<file path="config.mk">
export PLATFORM = sky130hd
export DESIGN_NAME = fetch_stage
export DESIGN_NICKNAME = d
export VERILOG_FILES = /design/src/rtl/fetch_stage.sv
export SDC_FILE = /design/constraint.sdc
export NUM_CORES = 1
export LEC_CHECK = 0
export CORE_AREA = 2 2 97 192
export CTS_CLUSTER_DIAMETER = 200
export DETAILED_ROUTE_END_ITERATION = 8
export DIE_AREA = 0 0 99 194
export HOLD_SLACK_MARGIN = 0.02
export PLACE_DENSITY_LB_ADDON = 0.08
export SYNTH_ARGS = -nofsm -noshare
export SYNTH_HDL_FRONTEND = slang
export SYNTH_SLANG_ARGS = --single-unit
</file>
<file path="constraint.sdc">
create_clock -name clk -period 6.4 [get_ports clk]
set_input_delay 1.92 -clock clk [delete_from_list [all_inputs] [get_ports clk]]
set_output_delay 1.92 -clock clk [all_outputs]
set_load 0.1 [all_outputs]
</file>
<file path="src/rtl/fetch_stage.sv">
// -----------------------------------------------------------------------------
// fetch_stage
//
// Instruction-fetch stage plus IF/ID pipeline register for a 32-bit MIPS
// pipeline. Owns the fetch PC, requests words from instruction memory, and
// presents {instruction, pc_plus4, if_valid} to Decode. A one-entry skid buffer
// captures a word that returns while Decode is stalled, so the memory response
// is never lost and the PC can keep advancing by one word.
//
// Optional feature macro: DELAY_SLOT_EN
//   defined   : MIPS branch-delay-slot semantics. A redirect is recorded as a
//               pending target; the next word accepted from memory (the delay
//               slot) still enters IF/ID, and only then does the PC jump.
//   undefined : a redirect squashes IF/ID and the skid and jumps immediately.
//
// Parameters:
//   RESET_PC   - PC value after reset
//   NOP_INSTR  - encoding driven into IF/ID on bubble/flush
//
// Ports:
//   clk          in   pipeline clock, rising edge
//   rst_n        in   asynchronous active-low reset
//   imem_req     out  fetch request valid
//   imem_addr    out  word-aligned fetch address
//   imem_rdata   in   instruction word, valid when imem_ready=1
//   imem_ready   in   memory returns imem_rdata for imem_addr this cycle
//   stall        in   hazard unit: hold IF/ID and PC
//   redirect     in   taken branch/jump
//   redirect_pc  in   redirect target, bits [1:0] ignored
//   instruction  out  IF/ID instruction
//   pc_plus4     out  IF/ID PC+4 of that instruction
//   if_valid     out  IF/ID holds a real instruction
//   pc           out  current fetch PC
// -----------------------------------------------------------------------------
module fetch_stage #(
  parameter logic [31:0] RESET_PC  = 32'h0000_0000,
  parameter logic [31:0] NOP_INSTR = 32'h0000_0000
) (
  input  logic        clk,
  input  logic        rst_n,
  output logic        imem_req,
  output logic [31:0] imem_addr,
  input  logic [31:0] imem_rdata,
  input  logic        imem_ready,
  input  logic        stall,
  input  logic        redirect,
  input  logic [31:0] redirect_pc,
  output logic [31:0] instruction,
  output logic [31:0] pc_plus4,
  output logic        if_valid,
  output logic [31:0] pc
);

  typedef enum logic {
    S_FETCH = 1'b0,
    S_HOLD  = 1'b1
  } state_t;

  // Registered state
  state_t      r_state;
  logic [31:0] r_pc;
  logic [31:0] r_instr;
  logic [31:0] r_pc_plus4;
  logic        r_valid;
  logic [31:0] r_skid_instr;
  logic [31:0] r_skid_pc4;

  // Next-state values
  state_t      w_state_nxt;
  logic [31:0] w_pc_nxt;
  logic [31:0] w_instr_nxt;
  logic [31:0] w_pc_plus4_nxt;
  logic        w_valid_nxt;
  logic [31:0] w_skid_instr_nxt;
  logic [31:0] w_skid_pc4_nxt;

  // Helpers
  logic [31:0] w_pc4;
  logic [31:0] w_redir_tgt;
  logic [31:0] w_pc_adv;

`ifdef DELAY_SLOT_EN
  logic        r_pend;
  logic [31:0] r_pend_pc;
  logic        w_pend_nxt;
  logic [31:0] w_pend_pc_nxt;
  logic        w_have_tgt;
  logic [31:0] w_tgt;
`endif

  // Sequential wrap is intentional: 32'hFFFF_FFFC + 4 becomes 0.
  assign w_pc4       = r_pc + 32'd4;
  assign w_redir_tgt = {redirect_pc[31:2], 2'b00};

`ifdef DELAY_SLOT_EN
  // A redirect arriving in the same cycle as the delay-slot word takes effect
  // immediately after that word; a newer redirect overrides a pending one.
  assign w_have_tgt = redirect | r_pend;
  assign w_tgt      = redirect ? w_redir_tgt : r_pend_pc;
  assign w_pc_adv   = w_have_tgt ? w_tgt : w_pc4;
`else
  assign w_pc_adv   = w_pc4;
`endif

  // Next-state and IF/ID update logic
  always_comb begin
    w_state_nxt      = r_state;
    w_pc_nxt         = r_pc;
    w_instr_nxt      = r_instr;
    w_pc_plus4_nxt   = r_pc_plus4;
    w_valid_nxt      = r_valid;
    w_skid_instr_nxt = r_skid_instr;
    w_skid_pc4_nxt   = r_skid_pc4;
`ifdef DELAY_SLOT_EN
    w_pend_nxt       = r_pend;
    w_pend_pc_nxt    = r_pend_pc;
`endif

    case (r_state)
      S_FETCH: begin
        if (imem_ready) begin
          // Word accepted: PC advances whether it lands in IF/ID or the skid.
          w_pc_nxt = w_pc_adv;
`ifdef DELAY_SLOT_EN
          w_pend_nxt = 1'b0;
`endif
          if (stall) begin
            w_skid_instr_nxt = imem_rdata;
            w_skid_pc4_nxt   = w_pc4;
            w_state_nxt      = S_HOLD;
          end else begin
            w_instr_nxt    = imem_rdata;
            w_pc_plus4_nxt = w_pc4;
            w_valid_nxt    = 1'b1;
          end
        end else begin
          if (stall) begin
            w_valid_nxt = r_valid;
          end else begin
            // Memory wait: insert a bubble, keep pc_plus4 so Decode sees no
            // spurious value.
            w_instr_nxt = NOP_INSTR;
            w_valid_nxt = 1'b0;
          end
        end
      end
      S_HOLD: begin
        if (stall) begin
          w_state_nxt = S_HOLD;
        end else begin
          w_instr_nxt    = r_skid_instr;
          w_pc_plus4_nxt = r_skid_pc4;
          w_valid_nxt    = 1'b1;
          w_state_nxt    = S_FETCH;
        end
      end
      default: begin
        w_state_nxt = S_FETCH;
      end
    endcase

`ifdef DELAY_SLOT_EN
    // Record the target when no delay-slot word is consumed this cycle.
    if (redirect && !((r_state == S_FETCH) && imem_ready)) begin
      w_pend_nxt    = 1'b1;
      w_pend_pc_nxt = w_redir_tgt;
    end else begin
      w_pend_pc_nxt = w_pend_pc_nxt;
    end
`else
    // Redirect overrides everything: squash IF/ID, drop skid and any response.
    if (redirect) begin
      w_pc_nxt    = w_redir_tgt;
      w_instr_nxt = NOP_INSTR;
      w_valid_nxt = 1'b0;
      w_state_nxt = S_FETCH;
    end else begin
      w_pc_nxt = w_pc_nxt;
    end
`endif
  end

  // State, PC, IF/ID and skid registers
  always_ff @(posedge clk or negedge rst_n) begin
    if (!rst_n) begin
      r_state      <= S_FETCH;
      r_pc         <= RESET_PC;
      r_instr      <= NOP_INSTR;
      r_pc_plus4   <= 32'h0000_0000;
      r_valid      <= 1'b0;
      r_skid_instr <= NOP_INSTR;
      r_skid_pc4   <= 32'h0000_0000;
`ifdef DELAY_SLOT_EN
      r_pend       <= 1'b0;
      r_pend_pc    <= 32'h0000_0000;
`endif
    end else begin
      r_state      <= w_state_nxt;
      r_pc         <= w_pc_nxt;
      r_instr      <= w_instr_nxt;
      r_pc_plus4   <= w_pc_plus4_nxt;
      r_valid      <= w_valid_nxt;
      r_skid_instr <= w_skid_instr_nxt;
      r_skid_pc4   <= w_skid_pc4_nxt;
`ifdef DELAY_SLOT_EN
      r_pend       <= w_pend_nxt;
      r_pend_pc    <= w_pend_pc_nxt;
`endif
    end
  end

  // The request must be low while reset is asserted yet high in the very first
  // cycle after release, before any clock edge has updated state, so it is
  // qualified directly by rst_n.
  assign imem_req    = rst_n & (r_state == S_FETCH);
  assign imem_addr   = r_pc;
  assign pc          = r_pc;
  assign instruction = r_instr;
  assign pc_plus4    = r_pc_plus4;
  assign if_valid    = r_valid;

endmodule
</file>
==> results of run 1 <==
[area by class of cell]
class                      instances  area share [%]
clock inverter                    11           0.745
inverter                           2          0.0757
timing repair buffer             199            19.8
sequential                       156            39.4
clock buffer                      20            4.51
tap                              213            2.69
multi-input combinational        540            32.8
[per-layer routing]
metal	up-vias	wire length (um)
li1	2966	-
met1	3060	7750
met2	177	11400
met3	33	975
met4	0	600
met5	-	0
[through the flow]
step / total power [mW] / hold WS [ns] / worst slack, ns
CTS: 3.36 / 0.477 / 1.69
finish: 3.33 / 0.475 / 1.73
floorplan: 2.16 / 0.442 / 1.23
global route: 3.47 / 0.508 / 1.64
detailed placement: 2.46 / 0.463 / 1.69
global placement: 2.44 / 0.456 / 1.70
[power by group]
group / leakage [nW] / switching, mW / internal [mW]
logic: 1.81 / 0.894 / 0.304
registers: 1.90 / 0.111 / 1.13
clock network: 0.251 / 0.395 / 0.501
total: 3.96 / 1.40 / 1.93
[final timing paths]
check | end | slack, ns | startpoint | cells past startpoint
max in group asynchronous | r_state$_DFF_PN0_ | 3.72 | rst_n | 2
min in group asynchronous | r_skid_pc4[8]$_DFFE_PN0P_ | 1.41 | rst_n | 1
worst min register to register | r_skid_pc4[9]$_DFFE_PN0P_ | 0.48 | r_skid_pc4[9]$_DFFE_PN0P_ | 2
worst max register to register | r_skid_pc4[3]$_DFFE_PN0P_ | 3.58 | r_state$_DFF_PN0_ | 6
worst max-delay path | imem_req | 1.73 | rst_n | 3
worst min-delay path | r_skid_pc4[9]$_DFFE_PN0P_ | 0.48 | r_skid_pc4[9]$_DFFE_PN0P_ | 2
[registers in the layout, indices dropped and copies added, names as in the netlist]
register and count:
pc_plus4 30, r_skid_instr 32, r_skid_pc4 30, imem_addr 30, if_valid 1, r_state 1, instruction 32
[cells by family (layout without fill, tap and decap cells)]
kind of cell	count (synthesis)	after routing	synth area share, %
AO/OA/AOI/OAI	188	188	14.5
XOR/XNOR	47	47	5.38
adder cells (fa/ha/maj)	1	1	0.163
buffers and inverters	100	232	6.96
flip-flops	156	156	51.0
multiplexers	40	40	5.85
other	1	6	0.0490
AND/OR/NAND/NOR	258	258	16.1
[worst reg2reg max path, stage by stage, from the launching register on]
cell and delay (ns):
dfrtp_1 0.35, buf_4 0.40, nor2b_1 0.10, buf_4 0.24, nand2_2 0.62, buf_4 0.59
mux2_2 0.41
[placed cells by master (no fill, tap or decap), drive strengths merged, types with 17 or more instances in the layout]
cell type and n:
a21oi 55, a22oi 32, clkbuf 20, clkdlybuf4s50 187, dfrtp 156, mux2 38, nand2 92, nor2 69
nor3 19, nor4 21, o21ai 68, xnor2 30, xor2 17
==> flow_metrics.py, run 1 <==
metrics = {
    "global_route": {
        "grt_max_degree": 73,
        "grtUsageMet2_pct": 41.1,
        "antenna_found_initial": 0,
        "grt.busiest_layer": "met2",
        "grt_overflow": 0,
        "grt_pass1_wl_um": 34400,
        "grt_util_all_layers_pct": 22.4,
        "grt_util_met1_pct": 24.7,
        "grt_pass1_vias": 6697,
        "use_met3_pct": 4.76,
    },
    "route": {
        "ant_nets": 0,
        "vias_per_cell": 5.47,
        "drc": 0,
        "dr.pass1.iters": 4,
        "wl_per_cell_um": 18.2,
        "finalWirelength_um": 20800,
        "initialDrtViolationCount": 401,
        "vias": 6236,
    },
    "clocking": {
        "ctsHoldBuffers": 0,
        "clockBufferDepth": 2,
        "post-cts-setup-buffers": 0,
        "clk_pin_slew_ns": 0.06,
        "clk_latency_ns": 0.42,
        "cts.htree.levels": 4,
        "cts_tree": "done",
        "cts_resized": 0,
        "cts_sinks": 156,
        "clk_root_buffer_cell": "clkbuf_16",
        "cts_made_buffers": 17,
    },
    "timing": {
        "fin_crit_sh_pct": 72.9,
        "setup_viol": 0,
        "rsz0062_at_grt": "false",
        "final_max_slew_viol_count": 0,
        "fmax_ghz": 0.214,
        "tns_ns": 0,
        "finalHoldViolations": 0,
        "clock_skew_ns": 0.00841,
        "layout_min_cycle_time_ns": 4.67,
        "worst_pin_slew_ns": 1.27,
        "slew_headroom_pct": 15.4,
    },
    "critical_path": {
        "cp-end-kind": "primary output",
        "worstPathArrival_ns": 2.75,
        "worst-setup-path-type": "input port to primary output",
        "critPathLaunchType": "input port",
        "cp_max_fo": 43,
        "worstPathCellList": "buf_6, nor2b_1, buf_4",
        "cp_slowest_cell": "buf_6",
        "max_stage_delay_ns": 0.33,
        "crit_required_ns": 4.48,
        "critPathTopFamily": "buffers and inverters",
        "worstPathBufferInverterCount": 2,
    },
    "finish": {
        "final_area_um2": 9910,
        "fin_util_pct": 56.0,
        "stdcell_count": 1141,
        "finalNetCount": 986,
        "diodes": 0,
        "seq_area_um2": 3900,
        "final.fill_count": 1612,
        "multi_input_area_um2": 3250,
        "syn_to_final_growth_pct": 29.4,
        "drive_above_1_share_pct": 9.91,
    },
    "floorplan": {
        "num_rows": 69,
        "die_width_um": 99,
        "pin_count": 199,
        "die_area_um2": 19200,
        "start_util_pct": 43.3,
        "dieHeight_um": 194,
        "core_um2": 17700,
    },
    "synth": {
        "avgSynthCellArea_um2": 9.68,
        "yosys.area.top_type_share_pct": 51.0,
        "synth_ff_type": "dfrtp_1",
        "seq_area_frac_synth_pct": 51.0,
        "yosysUniqueCellTypes": 45,
        "ys_ff_latch": 156,
        "yosys.area.top_type": "dfrtp_1",
        "syn_inst": 791,
        "async_reset_ff_share_pct": 100,
        "syn_area_um2": 7660,
        "yosysMostFrequentCell": "dfrtp_1",
        "ys_top_cells_by_count": "dfrtp_1 (156), nand2_1 (92), nor2_1 (69)",
        "yosysWarningCount": 0,
        "synthTopCellsByArea": "dfrtp_1 (51%), mux2_2 (5.6%), nand2_1 (4.5%)",
        "synth_edf_count": 0,
    },
    "power_and_ir_drop": {
        "power.static_leakage_nw": 3.96,
        "cellPowerDensity_nw_per_um2": 336,
        "max-vdd-ir-drop_mv": 0.179,
    },
    "job": {
        "maxCapViolations": 0,
    },
    "placement": {
        "placed_area_um2": 9390,
        "gp_congestion": 0.864,
        "placed_cells": 1110,
        "io_buffers": 190,
        "hpwlAfterDp_um": 15200,
    },
    "hold_path": {
        "hp-class": "register to register",
    },
    "outcome": {
        "status": "finished, final reports clean",
    },
}
(Power assumes the default switching activity.)
==> run 2: changes to the inputs <==
Clock period 6.4 ns to 3.7 ns, I/O delays scaled along.
==> run 2 against run 1 <==
Effect of this change: core utilization decreased by 1.2 points; hold slack improved by 0.0045 ns; routed wire length decreased by 1.1%; final cell count increased by 0.61%; setup slack got worse by 0.93 ns; global-route usage decreased by 0.56 points; largest cell class unchanged; combinational power increased by 68%; flip-flop and latch count unchanged; non-clock buffer count increased by 6; clock-buffer cell count increased by 2; critical endpoint unchanged; final area decreased by 2.1%; first-iteration DRC count decreased by 7.7%; largest power group unchanged.
==> flow_metrics.py, run 2 (same netlist as run 1, synthesis figures left out) <==
metrics = {
    "outcome": {
        "status": "finished, final reports clean",
    },
    "critical_path": {
        "crit_required_ns": 2.59,
        "cp-end-kind": "primary output",
        "max_stage_delay_ns": 0.25,
        "startpoint": "rst_n",
        "worstPathArrival_ns": 1.78,
        "cp_slowest_cell": "nor2b_1",
        "r2r_start": "imem_addr[2]$_DFFE_PN0N_",
        "critPathTopFamily": "buffers and inverters",
        "worstPathCellList": "buf_6, nor2b_1, buf_12",
        "worstPathBufferInverterCount": 2,
        "cp_max_fo": 24,
        "critPathLaunchType": "input port",
        "worst-setup-path-type": "input port to primary output",
    },
    "finish": {
        "diodes": 0,
        "multi_input_area_um2": 3250,
        "final_common_cell": "dfrtp_1",
        "seq_area_um2": 3900,
        "finalNetCount": 992,
        "stdcell_count": 1148,
        "final.fill_count": 1630,
        "syn_to_final_growth_pct": 26.8,
        "layout_common_cells": "dfrtp_1 (156), buf_4 (138), nand2_1 (91), nor2_1 (67), clkdlybuf4s50_1 (64)",
        "drive_above_1_share_pct": 23.9,
    },
    "timing": {
        "finalHoldViolations": 0,
        "rsz0062_at_grt": "false",
        "fmax_ghz": 0.346,
        "final_max_slew_viol_count": 0,
        "setup_viol": 0,
        "tns_ns": 0,
        "clock_skew_ns": 0.0109,
        "layout_min_cycle_time_ns": 2.89,
        "worst_pin_slew_ns": 0.878,
        "fin_crit_sh_pct": 78.2,
        "slew_headroom_pct": 41.5,
    },
    "route": {
        "ant_nets": 0,
        "dr.pass1.iters": 5,
        "drc": 0,
        "vias_per_cell": 5.38,
        "initialDrtViolationCount": 370,
        "vias": 6179,
        "wl_per_cell_um": 17.9,
        "finalWirelength_um": 20500,
    },
    "global_route": {
        "use_met3_pct": 4.54,
        "antenna_found_initial": 0,
        "grt.busiest_layer": "met2",
        "grt_util_all_layers_pct": 21.9,
        "grt_pass1_wl_um": 33600,
        "grtUsageMet2_pct": 39.8,
        "grt_pass1_vias": 6542,
        "grt_util_met1_pct": 24.6,
        "grt_max_degree": 69,
        "grt_overflow": 0,
    },
    "power_and_ir_drop": {
        "max-vdd-ir-drop_mv": 0.331,
        "power.static_leakage_nw": 4.16,
        "p_clk_share_pct": 28.5,
        "cellPowerDensity_nw_per_um2": 600,
        "finalPower_mw": 5.82,
        "pwr-share-comb_pct": 34.6,
        "p_int_mw": 3.36,
        "pwr-share-seq_pct": 36.8,
        "switching_share_pct": 42.2,
        "power_switching_mw": 2.46,
    },
    "clocking": {
        "clk_pin_slew_ns": 0.06,
        "cts.htree.levels": 4,
        "cts_made_buffers": 17,
        "post-cts-setup-buffers": 0,
        "cts_resized": 0,
        "cts_sinks": 156,
        "cts_tree": "done",
        "ctsHoldBuffers": 0,
        "clk_root_buffer_cell": "clkbuf_16",
        "clockBufferDepth": 2,
        "clk_latency_ns": 0.43,
    },
    "floorplan": {
        "dieHeight_um": 194,
        "core_um2": 17700,
        "start_util_pct": 43.3,
        "num_rows": 69,
        "pin_count": 199,
        "die_area_um2": 19200,
        "die_width_um": 99,
    },
    "job": {
        "maxCapViolations": 0,
    },
    "placement": {
        "hpwlAfterDp_um": 15000,
        "placed_cells": 1116,
        "io_buffers": 190,
        "gp_congestion": 0.849,
    },
    "hold_path": {
        "hold_start": "r_skid_pc4[18]$_DFFE_PN0P_",
        "hp-class": "register to register",
    },
}
run 2: cell type report:
| cell class | instances | share of cell area (%) |
|---|---|---|
| Clock inverter | 10 | 0.851 |
| Sequential cell | 156 | 40.2 |
| Timing Repair Buffer | 205 | 17.6 |
| Tap cell | 213 | 2.75 |
| Clock buffer | 22 | 4.99 |
| Multi-Input combinational cell | 540 | 33.5 |
| Inverter | 2 | 0.0773 |
run 2: worst paths after layout:
path                       slack [ns]                    endpoint  cells past startpoint
max                              0.81                    imem_req                      3
min                              0.48  r_skid_pc4[18]$_DFFE_PN0P_                      2
max reg2reg                      1.21   imem_addr[26]$_DFFE_PN0N_                      6
min reg2reg                      0.48  r_skid_pc4[18]$_DFFE_PN0P_                      2
max in group asynchronous        2.03  instruction[5]$_DFFE_PN0P_                      2
min in group asynchronous        0.53     pc_plus4[7]$_DFFE_PN0P_                      1
run 2: power by group through the flow:
stage | logic, mW | registers (mW) | clock network, mW
after global placement | 2.01 | 2.16 | 0
after global routing | 2.11 | 2.18 | 1.77
after floorplan | 0.729 | 3.01 | 0
after CTS | 2.03 | 2.15 | 1.70
final | 2.02 | 2.14 | 1.66
after detailed placement | 2.03 | 2.18 | 0
run 2: metal layers:
metal,vias up,share of wire (%)
li1,2981,-
met1,3006,38
met2,160,54
met3,32,4.4
met4,0,2.7
met5,-,0
run 2: tightest hold or removal path: cells and delay by family (launching register included):
kind	cells	cell delay, ns
AOI/OAI and AO/OA	1	0.06
and+or+nand+nor	1	0.04
DFF	1	0.34
run 2: per-stage QoR:
step | hold WS [ns] | cell area [um2] | worst slack [ns] | util, %
finish | 0.480 | 9710 | 0.806 | 54.8
global route | 0.497 | 9710 | 0.749 | 54.8
CTS | 0.479 | 9710 | 0.783 | 54.8
detailed placement | 0.465 | 9140 | 0.630 | 51.6
global placement | 0.456 | 9140 | 0.639 | 51.6
floorplan | 0.442 | 7680 | 0.146 | -
==> patch, RTL diff (flow settings as in run 1) <==
Add a define of `DELAY_SLOT_EN`.
--- a/src/rtl/fetch_stage.sv
+++ b/src/rtl/fetch_stage.sv
@@ -33,4 +33,6 @@
 //   pc           out  current fetch PC
 // -----------------------------------------------------------------------------
+`define DELAY_SLOT_EN
+
 module fetch_stage #(
   parameter logic [31:0] RESET_PC  = 32'h0000_0000,
Formal check against the unedited RTL: not equivalent (Yosys sat finds a counterexample within 4 cycles, from zero or initial values and one cycle with rst_n low).
==> patch against run 1 <==
Area after synthesis is 19% higher; power grew 37%; design area increased by 15%; non-clock buffer count increased by 5; utilization up 8.5 points; critical path depth unchanged; routed wire length up 10%; fmax shrank 0.30%; worst setup slack worse by 14 ps; highest routed layer unchanged; sequential share of layout area grew 1.6 points; largest cell class unchanged; sequential cell count is 31 higher.
==> patch: results <==
export IMPL_peakVddDrop_v=0.000224
export IMPL_synth_area_leaders="dfrtp_1 51%, mux2_2 8.3%, o21ai_0 5.8%"
export IMPL_netlist_instances=912
export IMPL_ys_seq_area_share_pct=51.5
export IMPL_via_count=7252
export IMPL_hpwl_um=15500
export IMPL_m1WireLength_um=9430
export IMPL_met2WireLength_um=11700
export IMPL_gr_usage_met1_pct=30.0
export IMPL_comb_power_share_pct=42.3
export IMPL_finalNonFillerCells=1260
export IMPL_yosysUniqueCellTypes=59
export IMPL_powerClk_mw=1.05
export IMPL_grt_use_met2_pct=42.1
export IMPL_grtUsageTotal_pct=24.3
export IMPL_path_max_fanout=45
export IMPL_p_leak_nw=4.70
export IMPL_status="finished clean"
export IMPL_placed_cell_area_sq_mm=0.0108
export IMPL_wire_per_inst_um=18.1
export IMPL_pwr_share_clk_pct=22.9
export IMPL_drive_gt1_share_pct=11.9
export IMPL_grt_pass1_vias=7025
export IMPL_finClkSkew_ps=9.81
export IMPL_place_congestion=0.932
export IMPL_layout_nets=1105
export IMPL_slew_headroom_pct=25.1
export IMPL_use_met3_pct=3.53
export IMPL_met3_length_um=1000
[patch: area by class of cell]
class | instances | area, sq um
fillers | 1462 | 6280
flip-flops and latches | 187 | 4680
multi-input cells | 611 | 3850
repair buffers | 204 | 2000
clock buffers | 19 | 433
well taps | 213 | 267
clock inverters | 12 | 139
inverters | 14 | 52.6
[patch: path summary, 6_finish.rpt]
| path | startpoint | endpoint | slack [ps] | cells past startpoint |
|---|---|---|---|---|
| worst max-delay path | rst_n | imem_req | 1720 | 3 |
| worst min-delay path | pc_plus4[26]$_DFFE_PN0P_ | pc_plus4[26]$_DFFE_PN0P_ | 470 | 1 |
| worst max register to register | imem_addr[2]$_DFFE_PN0P_ | pc_plus4[18]$_DFFE_PN0P_ | 3510 | 6 |
| worst min register to register | pc_plus4[26]$_DFFE_PN0P_ | pc_plus4[26]$_DFFE_PN0P_ | 470 | 1 |
| max in group asynchronous | rst_n | r_state$_DFF_PN0_ | 3620 | 2 |
| min in group asynchronous | rst_n | r_pend_pc[6]$_DFFE_PN0P_ | 1420 | 1 |
[patch: logic make-up (layout without fill, tap and decap cells)]
kind of cell | Yosys count | in the layout | synth area share [%]
mux | 73 | 73 | 8.96
compound gates | 261 | 261 | 17.8
other cells | 1 | 6 | 0.0412
fa+ha+maj | 1 | 1 | 0.138
xor+xnor | 19 | 19 | 1.83
buf+inv | 119 | 249 | 6.56
flops | 187 | 187 | 51.5
simple gates | 251 | 251 | 13.2
[patch: through the flow]
stage | util [%] | worst slack, ps
6_report | 64.5 | 1720
5_1_grt | 64.5 | 1610
4_1_cts | 64.5 | 1690
3_5_place_dp | 61.3 | 1690
3_3_place_gp | 61.3 | 1690
2_1_floorplan | - | 1230
[patch: critical path, stage by stage]
cell and delay (ps):
clkbuf_8 340, nor2b_1 180, buf_4 310
